===== src/rtl/int_svc_master_if.sv =====
// Register-bus link between the interrupt service sequencer (master) and the register file (slave).
// Latency: none; this is wiring only, and all timing belongs to the endpoints.
// Backpressure: the master holds req/addr/we/wdata until the slave raises gnt in the same cycle.
interface int_svc_master_if #(
    parameter int MM_ADDR_WIDTH = 8,
    parameter int MM_DATA_WIDTH = 16
) ();
    logic                     mm_m_req;
    logic                     mm_m_gnt;
    logic [MM_ADDR_WIDTH-1:0] mm_m_addr;
    logic [MM_DATA_WIDTH-1:0] mm_m_wdata;
    logic                     mm_m_we;
    logic [MM_DATA_WIDTH-1:0] mm_m_rdata;

    modport master (
        output mm_m_req, mm_m_addr, mm_m_wdata, mm_m_we,
        input  mm_m_gnt, mm_m_rdata
    );

    modport slave (
        input  mm_m_req, mm_m_addr, mm_m_wdata, mm_m_we,
        output mm_m_gnt, mm_m_rdata
    );
endinterface


===== src/rtl/int_svc_master.sv =====
// Interrupt service sequencer: reads pending, emits one event ID by fixed priority, clears the source, and programs the mask.
// Latency: 3 cycles from the interrupt line falling to the pending read request; the event is valid 1 cycle after the read grant.
// Backpressure: bus accesses hold until gnt; the event holds until evt_ready_i; mask requests queue until the next IDLE.
module int_svc_master #(
    parameter int                     MM_ADDR_WIDTH    = 8,
    parameter int                     MM_DATA_WIDTH    = 16,
    parameter logic [MM_ADDR_WIDTH-1:0] REG_ADDR_INT_PND = 'h04,
    parameter logic [MM_ADDR_WIDTH-1:0] REG_ADDR_INT_CLR = 'h06,
    parameter logic [MM_ADDR_WIDTH-1:0] REG_ADDR_INT_MSK = 'h08,
    parameter logic [MM_DATA_WIDTH-1:0] INIT_MSK         = 'h0000,
    parameter int                     SETTLE_CYCLES    = 5
) (
    input  logic                 clk_sys_i,
    input  logic                 rst_n_i,
    input  logic                 sys_int_n_i,
    int_svc_master_if.master     mm,
    input  logic                 msk_wr_i,
    input  logic [15:0]          msk_data_i,
    output logic                 evt_valid_o,
    output logic [1:0]           evt_id_o,
    input  logic                 evt_ready_i,
    output logic [7:0]           spur_cnt_o,
    output logic                 busy_o
);
    localparam int CNT_W = $clog2(SETTLE_CYCLES);

    typedef enum logic [2:0] {
        S_INIT,
        S_IDLE,
        S_WR_MSK,
        S_RD_PND,
        S_EVT,
        S_WR_CLR,
        S_SETTLE
    } state_t;

    state_t                   state_q, state_d;
    logic [1:0]               sync_q, sync_d;
    logic                     msk_pend_q, msk_pend_d;
    logic [15:0]              msk_buf_q, msk_buf_d;
    logic [7:0]               spur_q, spur_d;
    logic [1:0]               evt_id_q, evt_id_d;
    logic                     evt_valid_q, evt_valid_d;
    logic [CNT_W-1:0]         cnt_q, cnt_d;
    logic                     req_q, req_d;
    logic                     we_q, we_d;
    logic [MM_ADDR_WIDTH-1:0] addr_q, addr_d;
    logic [MM_DATA_WIDTH-1:0] wdata_q, wdata_d;

    logic                     int_n_s;
    logic                     acc_done;
    logic [3:0]               pnd;
    logic [1:0]               pnd_sel;
    logic [MM_DATA_WIDTH-1:0] clr_dat;
    logic                     unused_rdata_hi;

    assign int_n_s  = sync_q[1];
    assign acc_done = req_q & mm.mm_m_gnt;
    assign pnd      = mm.mm_m_rdata[3:0];
    // Pending bits above the four sources are reserved and ignored.
    assign unused_rdata_hi = ^mm.mm_m_rdata[MM_DATA_WIDTH-1:4];

    // Fixed priority: watchdog (bit 3) first, then 0, 1, 2.
    always_comb begin
        pnd_sel = 2'd2;
        if (pnd[3])      pnd_sel = 2'd3;
        else if (pnd[0]) pnd_sel = 2'd0;
        else if (pnd[1]) pnd_sel = 2'd1;
    end

    // Next-state, bookkeeping and bus-output selection for the sequencer.
    always_comb begin
        state_d    = state_q;
        sync_d     = {sync_q[0], sys_int_n_i};
        msk_pend_d = msk_pend_q;
        msk_buf_d  = msk_buf_q;
        spur_d     = spur_q;
        evt_id_d   = evt_id_q;
        cnt_d      = cnt_q;
        clr_dat    = '0;
        clr_dat[evt_id_q] = 1'b1;

        if (msk_wr_i) begin
            msk_pend_d = 1'b1;
            msk_buf_d  = msk_data_i;
        end

        case (state_q)
            S_INIT: begin
                if (acc_done) state_d = S_IDLE;
            end
            S_IDLE: begin
                if (msk_pend_q)    state_d = S_WR_MSK;
                else if (!int_n_s) state_d = S_RD_PND;
            end
            S_WR_MSK: begin
                if (acc_done) begin
                    state_d = S_IDLE;
                    // A request that landed while this write was in flight must not be lost.
                    msk_pend_d = msk_wr_i || (MM_DATA_WIDTH'(msk_buf_q) != wdata_q);
                end
            end
            S_RD_PND: begin
                if (acc_done) begin
                    if (pnd == 4'h0) begin
                        if (spur_q != 8'hFF) spur_d = spur_q + 8'd1;
                        cnt_d   = CNT_W'(SETTLE_CYCLES - 1);
                        state_d = S_SETTLE;
                    end else begin
                        evt_id_d = pnd_sel;
                        state_d  = S_EVT;
                    end
                end
            end
            S_EVT: begin
                if (evt_ready_i) state_d = S_WR_CLR;
            end
            S_WR_CLR: begin
                if (acc_done) begin
                    cnt_d   = CNT_W'(SETTLE_CYCLES - 1);
                    state_d = S_SETTLE;
                end
            end
            S_SETTLE: begin
                if (cnt_q == '0) state_d = S_IDLE;
                else             cnt_d   = cnt_q - CNT_W'(1);
            end
            default: state_d = S_INIT;
        endcase

        // Bus outputs are registered from the next state; an ungranted access holds its values.
        req_d   = 1'b0;
        we_d    = 1'b0;
        addr_d  = '0;
        wdata_d = '0;
        if (req_q && !acc_done) begin
            req_d   = 1'b1;
            we_d    = we_q;
            addr_d  = addr_q;
            wdata_d = wdata_q;
        end else begin
            case (state_d)
                S_INIT: begin
                    req_d   = 1'b1;
                    we_d    = 1'b1;
                    addr_d  = REG_ADDR_INT_MSK;
                    wdata_d = INIT_MSK;
                end
                S_WR_MSK: begin
                    req_d   = 1'b1;
                    we_d    = 1'b1;
                    addr_d  = REG_ADDR_INT_MSK;
                    wdata_d = MM_DATA_WIDTH'(msk_buf_q);
                end
                S_RD_PND: begin
                    req_d  = 1'b1;
                    addr_d = REG_ADDR_INT_PND;
                end
                S_WR_CLR: begin
                    req_d   = 1'b1;
                    we_d    = 1'b1;
                    addr_d  = REG_ADDR_INT_CLR;
                    wdata_d = clr_dat;
                end
                default: ;
            endcase
        end

        evt_valid_d = (state_d == S_EVT);
    end

    // State and output registers; reset restarts from the mask initialisation write.
    always_ff @(posedge clk_sys_i or negedge rst_n_i) begin
        if (!rst_n_i) begin
            state_q     <= S_INIT;
            sync_q      <= 2'b11;
            msk_pend_q  <= 1'b0;
            msk_buf_q   <= '0;
            spur_q      <= '0;
            evt_id_q    <= '0;
            evt_valid_q <= 1'b0;
            cnt_q       <= '0;
            req_q       <= 1'b0;
            we_q        <= 1'b0;
            addr_q      <= '0;
            wdata_q     <= '0;
        end else begin
            state_q     <= state_d;
            sync_q      <= sync_d;
            msk_pend_q  <= msk_pend_d;
            msk_buf_q   <= msk_buf_d;
            spur_q      <= spur_d;
            evt_id_q    <= evt_id_d;
            evt_valid_q <= evt_valid_d;
            cnt_q       <= cnt_d;
            req_q       <= req_d;
            we_q        <= we_d;
            addr_q      <= addr_d;
            wdata_q     <= wdata_d;
        end
    end

    assign mm.mm_m_req   = req_q;
    assign mm.mm_m_we    = we_q;
    assign mm.mm_m_addr  = addr_q;
    assign mm.mm_m_wdata = wdata_q;
    assign evt_valid_o   = evt_valid_q;
    assign evt_id_o      = evt_id_q;
    assign spur_cnt_o    = spur_q;
    assign busy_o        = (state_q != S_IDLE);
endmodule


===== src/flat_wrapper.sv =====
// flat-port wrapper written by rule: the top's interface ports become plain ports
module int_svc_master_flat 
#(
    parameter int                     MM_ADDR_WIDTH    = 8,
    parameter int                     MM_DATA_WIDTH    = 16,
    parameter logic [MM_ADDR_WIDTH-1:0] REG_ADDR_INT_PND = 'h04,
    parameter logic [MM_ADDR_WIDTH-1:0] REG_ADDR_INT_CLR = 'h06,
    parameter logic [MM_ADDR_WIDTH-1:0] REG_ADDR_INT_MSK = 'h08,
    parameter logic [MM_DATA_WIDTH-1:0] INIT_MSK         = 'h0000,
    parameter int                     SETTLE_CYCLES    = 5
)
  (clk_sys_i, rst_n_i, sys_int_n_i, msk_wr_i, msk_data_i, evt_valid_o, evt_id_o, evt_ready_i, spur_cnt_o, busy_o, mm_mm_m_req, mm_mm_m_addr, mm_mm_m_wdata, mm_mm_m_we, mm_mm_m_gnt, mm_mm_m_rdata);
  int_svc_master_if #(.MM_ADDR_WIDTH(MM_ADDR_WIDTH), .MM_DATA_WIDTH(MM_DATA_WIDTH)) mm_i ();
  input  logic clk_sys_i;
  input  logic rst_n_i;
  input  logic sys_int_n_i;
  input  logic msk_wr_i;
  input  logic [15:0] msk_data_i;
  output logic evt_valid_o;
  output logic [1:0] evt_id_o;
  input  logic evt_ready_i;
  output logic [7:0] spur_cnt_o;
  output logic busy_o;
  output wire logic [$bits(mm_i.mm_m_req)-1:0] mm_mm_m_req;
  output wire logic [$bits(mm_i.mm_m_addr)-1:0] mm_mm_m_addr;
  output wire logic [$bits(mm_i.mm_m_wdata)-1:0] mm_mm_m_wdata;
  output wire logic [$bits(mm_i.mm_m_we)-1:0] mm_mm_m_we;
  input wire logic [$bits(mm_i.mm_m_gnt)-1:0] mm_mm_m_gnt;
  input wire logic [$bits(mm_i.mm_m_rdata)-1:0] mm_mm_m_rdata;
  assign mm_mm_m_req = mm_i.mm_m_req;
  assign mm_mm_m_addr = mm_i.mm_m_addr;
  assign mm_mm_m_wdata = mm_i.mm_m_wdata;
  assign mm_mm_m_we = mm_i.mm_m_we;
  assign mm_i.mm_m_gnt = mm_mm_m_gnt;
  assign mm_i.mm_m_rdata = mm_mm_m_rdata;
  int_svc_master #(.MM_ADDR_WIDTH(MM_ADDR_WIDTH), .MM_DATA_WIDTH(MM_DATA_WIDTH), .REG_ADDR_INT_PND(REG_ADDR_INT_PND), .REG_ADDR_INT_CLR(REG_ADDR_INT_CLR), .REG_ADDR_INT_MSK(REG_ADDR_INT_MSK), .INIT_MSK(INIT_MSK), .SETTLE_CYCLES(SETTLE_CYCLES)) u_core (.clk_sys_i(clk_sys_i), .rst_n_i(rst_n_i), .sys_int_n_i(sys_int_n_i), .mm(mm_i), .msk_wr_i(msk_wr_i), .msk_data_i(msk_data_i), .evt_valid_o(evt_valid_o), .evt_id_o(evt_id_o), .evt_ready_i(evt_ready_i), .spur_cnt_o(spur_cnt_o), .busy_o(busy_o));
endmodule

===== config.mk =====
export PLATFORM = sky130hd
export DESIGN_NAME = int_svc_master_flat
export DESIGN_NICKNAME = d
export VERILOG_FILES = /design/src/rtl/int_svc_master_if.sv /design/src/rtl/int_svc_master.sv /design/src/flat_wrapper.sv
export SDC_FILE = /design/constraint.sdc
export NUM_CORES = 1
export LEC_CHECK = 0
export CAP_MARGIN = 20
export CORE_ASPECT_RATIO = 0.75
export CORE_MARGIN = 3
export CORE_UTILIZATION = 49
export CTS_BUF_LIST = sky130_fd_sc_hd__clkbuf_4 sky130_fd_sc_hd__clkbuf_8
export DETAILED_ROUTE_END_ITERATION = 6
export GPL_TIMING_DRIVEN = 0
export PLACE_DENSITY = 0.87
export SYNTH_ARGS = -nofsm -noshare
export SYNTH_HDL_FRONTEND = slang
export SYNTH_SLANG_ARGS = --single-unit

===== constraint.sdc =====
create_clock -name clk_sys_i -period 2.4 [get_ports clk_sys_i]
set_input_delay 0.24 -clock clk_sys_i [delete_from_list [all_inputs] [get_ports clk_sys_i]]
set_output_delay 0.24 -clock clk_sys_i [all_outputs]
set_load 0.05 [all_outputs]

# == Yosys cells after proc, flatten, opt, wreduce, memory -nomap -nowiden ==
# Cells that the tools add are included.
# totals
ff_bits,62
out_inout_bits,38
input_bits,38
# classes
n_eq_ne,17
add_sub_neg,2
bitwise,2
n_mux,27
n_lt_le_gt_ge,2
reduce_logical,16
# ops
op,count
3-bit two-way mux,11
16-bit case mux with 2 select lines,1
3-bit case mux with 6 select lines,1
16-bit != test,1
"3-bit equality test, second input constant",5
"3-bit by 2-bit equality test with 1-bit output, second input constant",4
4-bit case mux with 3 select lines,1
3-bit logical NOT,3
3-bit case mux with 3 select lines,1
"8-bit by 1-bit adder with 8-bit output, second input constant",1
2-bit two-way mux,4
"8-bit != test, second input constant",1
1-bit two-way mux,7
"2-bit by 1-bit != test with 1-bit output, second input constant",3
"2-bit by 5-bit < comparator with 1-bit output, second input constant",1
5-bit AND reduction,1
4-bit logical NOT,1
4-bit AND reduction,1
2-bit OR reduction,2
4-bit OR reduction,1
"3-bit by 1-bit equality test with 1-bit output, second input constant",1
"3-bit by 1-bit != test with 1-bit output, second input constant",1
3-bit AND reduction,1
3-bit nonzero test,1
10 further kinds,11

# == Depth between registers and ports, before layout ==
# logic_depth
ltp_word,8
depth_mapped,9

# == Least setup slack after synthesis ==
# OpenSTA, ideal clock, no wires.
# synth_path
path_type,reg2reg
startpoint,reg u_core.req_q (netlist: u_core.mm.mm_m_req)
endpoint,reg u_core.wdata_q[10] (netlist: u_core.mm.mm_m_wdata[10])
t_arrival_ps,2112
setup_slack_ps,220
required_ps,2333
n_path_buf,1
setup_ps,67
path_stages_with_launch,8
path_cell_list,dfrtp_1 nand2_2 a22o_1 a221oi_4 inv_4 nor3_4 buf_6 a22o_1
# synth_via
elab_chain_len,5
elab_cells_between_ends,10
classes_between,eq/ne: 2; mux: 5; bitwise: 1; reduce/logical: 2
# synth_rtl
item,line_no,rtl
"start, declared",int_svc_master.sv:45,"logic req_q, req_d;"
"start signal, assigned",int_svc_master.sv:196,req_q <= req_d;
1-bit AND *,int_svc_master.sv:58,assign acc_done = req_q & mm.mm_m_gnt;
3-bit two-way mux (on tied branches),--,
3-bit case mux with 6 select lines *,int_svc_master.sv:88,case (state_q)
net u_core.state_d[0],int_svc_master.sv:37,"state_t state_q, state_d;"
3-bit equality test / 3-bit by 2-bit equality test with 1-bit output (equally long branches),int_svc_master.sv:142,case (state_d)
16-bit case mux with 2 select lines *,int_svc_master.sv:142,
"end signal, assigned",int_svc_master.sv:199,wdata_q <= wdata_d;
"end, declared",int_svc_master.sv:48,"logic [MM_DATA_WIDTH-1:0] wdata_q, wdata_d;"
# The timed path passes the listed nets; every way through them passes the cells marked *.
# A chain may end at the register's enable or synchronous reset.

# == Worst setup path in the final report ==
# layout_path
startpoint,reg u_core.cnt_q[0]
endpoint,reg u_core.wdata_q[10] (netlist: u_core.mm.mm_m_wdata[10])
# layout_via
elab_chain_len,5
elab_cells_between_ends,6
classes_between,eq/ne: 2; mux: 3; reduce/logical: 1
# layout_rtl
item,line_no,rtl
"start, declared",int_svc_master.sv:44,"logic [CNT_W-1:0] cnt_q, cnt_d;"
"start signal, assigned",int_svc_master.sv:195,cnt_q <= cnt_d;
3-bit logical NOT *,int_svc_master.sv:125,if (cnt_q == '0) state_d = S_IDLE;
3-bit two-way mux *,int_svc_master.sv:125,
3-bit case mux with 6 select lines *,int_svc_master.sv:88,
net u_core.state_d[2],int_svc_master.sv:37,
3-bit equality test / 3-bit by 2-bit equality test with 1-bit output (equally long branches),int_svc_master.sv:142,
16-bit case mux with 2 select lines *,int_svc_master.sv:142,
# Marked as above.

==> out/metrics.csv <==
metric,value,unit
status,finished clean,
"top cells by area, synth","dfrtp_1 (51%), mux2_2 (7.9%), xor2_1 (6.4%)",
clock share of power,0.203,
Die Width,92.0,um
"top cells by count, synth","dfrtp_1 (55), xor2_1 (20), mux2_2 (19)",
# port buffers,57,
R2R Path Start,u_core.cnt_q[0],
# rows,22,
Antenna Diode Count,0,
post-synthesis cell type count,48,
max-cap viol count,0,
layout cells sized above 1,0.194,
clk root buf,clkbuf_8,
Static Leakage,0.00162,uW
effective utilization at floorplan,0.531,
post-route ant nets,0,
measured slew at the worst slew-check pin,0.597,ns
unrepaired setup endpoints after global routing,false,
Worst EP required,2.68,ns
Setup crit end kind,register,
post-synthesis sequential area ratio,0.526,
most common cell in the netlist,dfrtp_1,
initial antenna violation count,0,
Synth Area per Inst,11.9,um2
CTS Buf Count,9,
vias in the first global route,2042,
internal power,2570,uW
Core Box Area,5120,um2
gp weighted congestion,0.841,
max-slew violation count,0,
Post-Syn Area,2720,um2
Post-DP Area,3410,um2
total track usage,0.204,
Vias/cell,5.46,
CTS tree,done,
vias,2087,
ys flop type,dfrtp_1,
full die area,6490,um2
H-Tree Depth,3,
DRT Wirelength,6.30,mm
Tmin final,2.27,ns
"area leader, netlist",dfrtp_1,
post-route cell area,3640,um2
endpoints failing hold,0,
first-pass GRT wire length,10.2,mm
fmax,0.441,GHz
largest net degree at the start of global routing,37,
iteration-0 DRC count of the detailed router,123,
Worst Skew,0.00917,ns
synthesized instance count,229,
Synth async-reset ratio,1.00,
WL/cell,16.5,um
top cell type's share of synthesized area,0.506,
P_sw,1930,uW
Seq cells post-synth,57,
Crit Path Max Fanout,10,
Slew HR,0.602,
DPL Wire Length,4.42,mm
DR pass1 iterations,4,
Gate power share,0.475,
sw frac,0.430,
global route overflow,0,
reg2reg setup slack,0.13,ns
critical path launch point type,register,
# DRC,0,
min-delay src,sys_int_n_i,
CTS Sinks,57,
Die H,70.5,um
Synth-to-Final Area Change,34.1,%
"EDFF count, synth",0,
Clock Path Buffers,2,
final-report setup violation count,0,
crit path DAT,2.54,ns
"CTS clk-pin slew, worst paths",0.06,ns
Hold Path Class,input pin to register,
Seq pwr share,0.322,
Setup Crit Path Kind,register to register,
Peak supply drop,691,uV
Synth warnings,0,
I/O pin count,76,
worst skew pair latency,0.34,ns
final worst path period share,0.944,
Nets,347,
power density over the cells,1230,nW/um2
Critical Path Source,u_core.cnt_q[0],
setup_tns,0,ns
[logic make-up (layout without fill, tap and decap cells)]
| family | count (synthesis) | in the layout | share of synthesized area |
|---|---|---|---|
| buf+inv | 23 | 100 | 0.0447 |
| compound gates | 42 | 42 | 0.128 |
| flops | 57 | 57 | 0.526 |
| fa+ha+maj | 3 | 3 | 0.0138 |
| other cells | 1 | 5 | 0.00138 |
| mux | 21 | 21 | 0.0861 |
| xor+xnor | 22 | 22 | 0.0709 |
| simple gates | 60 | 60 | 0.130 |
[state kept, by name, summed over array words and instances, names as in the netlist]
register,flops
u_core.spur_cnt_o,8
u_core.state_q,3
u_core.msk_buf_q,16
u_core.evt_id_o,2
u_core.mm.mm_m_addr,3
u_core.mm.mm_m_req,1
u_core.sync_q,2
u_core.evt_valid_o,1
u_core.mm.mm_m_we,1
u_core.msk_pend_q,1
u_core.mm.mm_m_wdata,16
u_core.cnt_q,3
[cell usage in the layout (no fill, tap or decap), types with 3 or more instances in the layout]
cell type         n
clkdlybuf4s50_1  56
dfrtp_1          55
xor2_1           20
mux2_2           19
a22o_1           13
nor2_1           11
clkbuf_8         11
buf_4             9
inv_1             8
nand2_1           8
nand3_1           7
a21oi_1           6
clkbuf_1          5
nor4_1            5
conb_1            5
nor2b_1           4
o31ai_1           4
nor3_1            4
and3_1            4
a221o_1           4
buf_2             3
nand2b_1          3
[layout make-up]
| class | count | area, um2 |
|---|---|---|
| buffer | 14 | 85.1 |
| multi-input combinational | 153 | 1190 |
| clock buffer | 12 | 159 |
| fill | 378 | 1480 |
| sequential | 57 | 1430 |
| inverter | 9 | 36.3 |
| clock inverter | 3 | 40.0 |
| timing repair buffer | 62 | 618 |
| tap | 72 | 90.1 |
[critical path, stage by stage, from the launching register on]
cell and delay, ns:
dfrtp_1 0.38, inv_1 0.06, ha_1 0.15, ha_2 0.22, o21ai_0 0.10, a22o_2 0.29, a311o_1 0.37, nor3_4 0.29
buf_6 0.19, a22o_1 0.14
[what timing repair did]
item / in CTS / in global routing
resized for setup: 0 / 2
pin swaps: 1 / 1
hold endpoints to repair: 19 / 0
hold buffers: 1 / 0
setup buffers: 1 / 2
setup endpoints to repair: 10 / 10
[per-layer routing]
layer / global-route usage / part of all wire / vias to the layer above
li1: - / - / 973
met2: 0.309 / 0.48 / 61
met4: 0.0758 / 0.017 / 0
met5: 0 / 0 / -
met1: 0.277 / 0.45 / 1042
met3: 0.0635 / 0.061 / 11
[power by group through the flow]
| stage | registers, uW | clock network (uW) | logic, uW |
|---|---|---|---|
| after floorplan | 2020 | 0 | 855 |
| after global placement | 1450 | 0 | 2030 |
| after detailed placement | 1460 | 0 | 2080 |
| after CTS | 1450 | 923 | 2110 |
| after global routing | 1490 | 967 | 2270 |
| final | 1450 | 913 | 2140 |
[final timing paths]
path,cells after the start,end
worst max-delay path,9,u_core.mm.mm_m_wdata[10]
min in group asynchronous,2,u_core.mm.mm_m_wdata[0]
max in group asynchronous,3,u_core.cnt_q[0]
worst min register to register,0,u_core.sync_q[1]
worst min-delay path,1,u_core.sync_q[0]
worst max register to register,9,u_core.mm.mm_m_wdata[10]
[stage by stage]
stage / power, uW / hold slack (ns) / worst slack (ns) / util / std cells
after floorplan: 2880 / -0.0556 / 0.220 / - / 233
final: 4500 / 0.310 / 0.135 / 0.712 / 382
after global routing: 4720 / 0.307 / 0.0295 / 0.712 / 382
after CTS: 4480 / 0.303 / 0.0569 / 0.708 / 380
after detailed placement: 3540 / 0.235 / -0.168 / 0.666 / 363
after global placement: 3490 / 0.347 / -0.651 / 0.663 / 362
(Power assumes the default switching activity.)
